===== config.mk =====
export PLATFORM = sky130hd
export DESIGN_NAME = otter_fetch_unit
export DESIGN_NICKNAME = d
export VERILOG_FILES = /design/src/rtl/otter_fetch_unit.sv
export SDC_FILE = /design/constraint.sdc
export NUM_CORES = 1
export LEC_CHECK = 0
export BUFFER_PORTS_ARGS = -buffer_cell sky130_fd_sc_hd__buf_2
export CAP_MARGIN = 20
export CORE_AREA = 10 10 120 122
export DETAILED_ROUTE_END_ITERATION = 8
export DIE_AREA = 0 0 130 132
export GPL_ROUTABILITY_DRIVEN = 0
export PLACE_DENSITY = 0.81
export SETUP_SLACK_MARGIN = 0.1
export SKIP_LAST_GASP = 1
export SYNTH_ARGS = -nofsm -noshare
export SYNTH_HDL_FRONTEND = slang
export SYNTH_SLANG_ARGS = --single-unit
export TNS_END_PERCENT = 10

===== constraint.sdc =====
create_clock -name clk -period 5 [get_ports clk]
set_input_delay 0.5 -clock clk [delete_from_list [all_inputs] [get_ports clk]]
set_output_delay 0.5 -clock clk [all_outputs]
set_load 0.02 [all_outputs]

===== src/rtl/otter_fetch_unit.sv =====
// OTTER multicycle fetch stage: PC, one-at-a-time imem request, IR capture.
// Holds IR until the control unit acknowledges and picks the next PC.
module otter_fetch_unit #(
   parameter int n = 32,
   parameter logic [n-1:0] RESET_PC = '0
) (
   input  logic         clk,
   input  logic         rst_n,
   output logic         mem_req,
   output logic [n-1:0] mem_addr,
   input  logic [n-1:0] mem_rdata,
   input  logic         mem_valid,
   output logic [n-1:0] ir,
   output logic         ir_valid,
   input  logic         ir_ack,
   input  logic [2:0]   pc_source,
   input  logic [n-1:0] jalr,
   input  logic [n-1:0] branch,
   input  logic [n-1:0] jal,
   input  logic [n-1:0] mtvec,
   input  logic [n-1:0] mepc,
   output logic [n-1:0] pc,
   output logic [n-1:0] pc_plus4,
   output logic         misaligned
);

   localparam logic [n-1:0] NOP = n'(32'h0000_0013);

   typedef enum logic [1:0] {
      FETCH = 2'd0,
      HOLD  = 2'd1,
      HALT  = 2'd2
   } state_t;

   state_t       state;
   state_t       state_nxt;
   logic [n-1:0] target;
   logic         ld_ir;
   logic         ld_pc;
   logic         trap;

   assign pc_plus4 = pc + n'(4);
   assign mem_addr = pc;
   assign mem_req  = (state == FETCH);

   always_comb begin
      target = pc_plus4;
      case (pc_source)
         3'd1:    target = jalr;
         3'd2:    target = branch;
         3'd3:    target = jal;
         3'd4:    target = mtvec;
         3'd5:    target = mepc;
         default: target = pc_plus4;
      endcase
   end

   always_comb begin
      state_nxt = state;
      ld_ir     = 1'b0;
      ld_pc     = 1'b0;
      trap      = 1'b0;
      case (state)
         FETCH: begin
            if (mem_valid) begin
               ld_ir     = 1'b1;
               state_nxt = HOLD;
            end
         end
         HOLD: begin
            if (ir_ack) begin
               // a misaligned target freezes fetch until reset
               if (target[1:0] == 2'b00) begin
                  ld_pc     = 1'b1;
                  state_nxt = FETCH;
               end else begin
                  trap      = 1'b1;
                  state_nxt = HALT;
               end
            end
         end
         HALT:    state_nxt = HALT;
         default: state_nxt = FETCH;
      endcase
   end

   always_ff @(posedge clk) begin
      if (!rst_n) state <= FETCH;
      else        state <= state_nxt;
   end

   always_ff @(posedge clk) begin
      if (!rst_n) begin
         pc         <= RESET_PC;
         ir         <= NOP;
         ir_valid   <= 1'b0;
         misaligned <= 1'b0;
      end else begin
         if (ld_ir) begin
            ir       <= mem_rdata;
            ir_valid <= 1'b1;
         end
         if (ld_pc) begin
            pc       <= target;
            ir_valid <= 1'b0;
         end
         if (trap) begin
            misaligned <= 1'b1;
            ir_valid   <= 1'b0;
         end
      end
   end

endmodule


==> metrics.md <==
| Metric | Value |
|---|---|
| Status | finished, final reports clean |
| Area leader, netlist | dfxtp_1 |
| Post-layout util | 0.577 |
| Post-Syn Area | 5180 um2 |
| First-pass GRT wire length | 35800 um |
| Tcrit/Tclk final | 0.707 |
| Grt ovf | 0 |
| Worst Clk Skew | 0.00599 ns |
| Post-synth top flop | dfxtp_1 |
| Worst slew pin tran | 1.18 ns |
| Total die area | 17200 um2 |
| Post-DP HPWL | 19300 um |
| Final Hold Viols | 0 |
| Synth Warn # | 0 |
| Fin nets | 1126 |
| First-pass DRT Iterations | 7 |
| Initial Utilization | 0.435 |
| Syn-to-layout area delta | 32.8% |
| CTS tree | done |
| Clock-pin slew on the worst setup and hold paths | 0.06 ns |
| Tot Pwr | 1.69 mW |
| Register area share after synthesis | 0.263 |
| Slew Limit Fails | 0 |
| Reg2Reg Setup Slack | 2.24 ns |
| Initial antenna violation count | 1 |
| DR iter-0 viols | 658 |
| Clock Latency Late Sink | 0.33 ns |
| ANT nets after route | 0 |
| Worst setup path category | register to output pin |
| RSZ-0062 raised after global routing | false |
| Vias per inst | 5.95 |
| Cell count of the worst reg-to-reg path | 7 |
| Gr usage total | 0.264 |
| Achievable Freq | 283 MHz |
| PD cells | 246 nW/um2 |
| Maximum VDD drop | 0.193 mV |
| Post-route insts no fill | 1079 |
| PostCTS Resize Cnt | 0 |
| # Max-Cap Violations | 0 |
| LEAKAGE | 3.35 nW |
| Vias in the first global route | 6190 |
| Via count | 6415 |
| H-tree levels | 3 |
| Die height | 132 um |
| Crit path launch type | register |
| Setup violations, final | 0 |
| Fill count | 1130 |
| Arr. time, crit path | 3.03 ns |
| Worst setup endpoint | pc_plus4[20] |
| Routed len/inst | 22.3 um |
| Pre-CTS setup slack | 1.84 ns |
| Required time of the critical path | 4.50 ns |
| Worst-path fanout max | 8 |
| CP startpoint | mem_addr[2] |
| Die Span X | 130 um |
| Post-Route WL | 24000 um |
| Minimum clock period | 3.53 ns |
| I/O pins | 330 |
| Synthesized flop and latch total | 68 |
| RR Endpoint | mem_addr[22] |
| Synthesized net count | 870 |
| Clock sink count | 68 |
| Rel. slew slack | 0.206 |
| Reg2reg start | mem_addr[2] |
| Postcts setup bufs | 0 |
| Cts hold-fix bufs | 0 |
| Share of cells above drive strength 1 | 0.430 |
| Post-synth EDFFs | 0 |
| Clock root buffer | clkbuf_16 |
| Endpoint class of the critical path | output pin |
| Sum Neg Setup Slack | 0 ns |
| PnR worst setup slack | 1.47 ns |
| Main area contributors after synthesis | dfxtp_1 (26%), nand2_1 (6.4%), a21oi_1 (5.1%) |
| Worst Hold Class | input pin to register |
| PortBufs | 329 |
| Drt drc | 0 |
| Area share of the largest cell type after synthesis | 0.263 |
| Cell count after synthesis | 670 |
| DP Cell Count | 1061 |
| Mean Syn Cell Area | 7.73 um2 |
| Core Area | 11900 um2 |
| FFs w/ async S/R, synth | 0 |
| Bufs on Longest Clock Path | 2 |
| Cell Rows | 40 |
| Num CTS Buffers | 9 |
| Cell variety after synth | 78 |
| Pin count of the biggest net entering global routing | 47 |
routing by layer:
layer  up-vias  wire, um  global-route usage
met1      2951      8840               0.306
met2       417     11500               0.428
met4         0       909               0.116
li1       2988         -                   -
met5         -         0                   0
met3        59      2810              0.0901
how the worst min path moves through the flow:
stage | startpoint | end | slack [ns] | depth (start not counted)
detailed placement | ir[12] | ir[12] | 0.44 | 2
global placement | ir[25] | ir[25] | 0.44 | 2
CTS | mem_rdata[0] | ir[0] | 0.37 | 3
global route | mem_rdata[0] | ir[0] | 0.38 | 3
floorplan | state[1] | state[0] | 0.45 | 1
finish | mem_rdata[0] | ir[0] | 0.37 | 3
cells in the mapped netlist, types with 9 or more instances:
cell type and instances:
nand3_1 17, o21ai_0 19, clkbuf_1 30, inv_1 15
nand2_1 89, buf_2 21, a22oi_1 16, nand2b_1 12
mux2i_1 25, nor3_1 12, dfxtp_1 68, nor4_1 12
xnor2_1 13, a31oi_1 11, mux2_2 12, a211oi_1 9
o22ai_1 18, buf_4 34, a21oi_1 53, or2_2 10
nor2_1 26
critical path, stage by stage, from the launching register on:
cell and delay, ns:
dfxtp_1 0.46, ha_1 0.40, nand3_1 0.27, nor4_2 0.71, buf_4 0.28, a31oi_1 0.10, or2_2 0.31, buf_2 0.16
state kept, by name, indices dropped and copies added (netlist names):
name        flops
ir             32
mem_addr       32
state           2
ir_valid        1
misaligned      1
report_power, final:
| part | internal, mW | leakage (nW) | switching, mW |
|---|---|---|---|
| clock | 0.394 | 0.147 | 0.263 |
| sequential | 0.570 | 0.555 | 0.0285 |
| combinational | 0.175 | 2.65 | 0.261 |
| total | 1.14 | 3.35 | 0.552 |
cell families (layout without fill, tap and decap cells):
logic type	Yosys count	in the layout	share of synthesized area
mux	38	38	0.0787
simple gates	232	232	0.232
flops	68	68	0.263
xor+xnor	18	18	0.0304
other cells	0	1	0
buf+inv	105	366	0.107
compound gates	208	208	0.286
fa+ha+maj	1	1	0.00242
per-stage QoR:
| step | cell area (um2) | hold WS, ns |
|---|---|---|
| after floorplan | 5180 | 0.455 |
| after global placement | 6550 | 0.439 |
| after detailed placement | 6550 | 0.443 |
| after CTS | 6860 | 0.365 |
| after global routing | 6880 | 0.375 |
| final | 6880 | 0.370 |
layout make-up:
type,instances,area (um2),share of cell area
clock inverters,7,81.3,0.0118
repair buffers,335,1700,0.247
well taps,147,184,0.0267
diodes,1,2.50,0.000364
multi-input cells,497,3270,0.475
flip-flops and latches,68,1360,0.198
clock buffers,9,225,0.0327
inverters,15,56.3,0.00819
cell usage in the layout, fill, tap and decap left out, types with 8 or more instances in the layout:
cell	count
nand2_1	89
a211oi_1	9
nand2b_1	12
dfxtp_1	68
clkbuf_16	9
o22ai_1	18
mux2i_1	25
a21oi_1	53
o221a_2	8
nor3_1	12
nor4_1	11
a22oi_1	16
nand4_1	8
buf_2	329
mux2_2	12
inv_1	15
o31ai_1	8
and4_1	8
a31oi_1	11
o21ai_0	19
nor2_1	26
and3_1	8
o32ai_1	8
or2_2	10
nand3_1	17
xnor2_1	13
(Power assumes the default switching activity.)
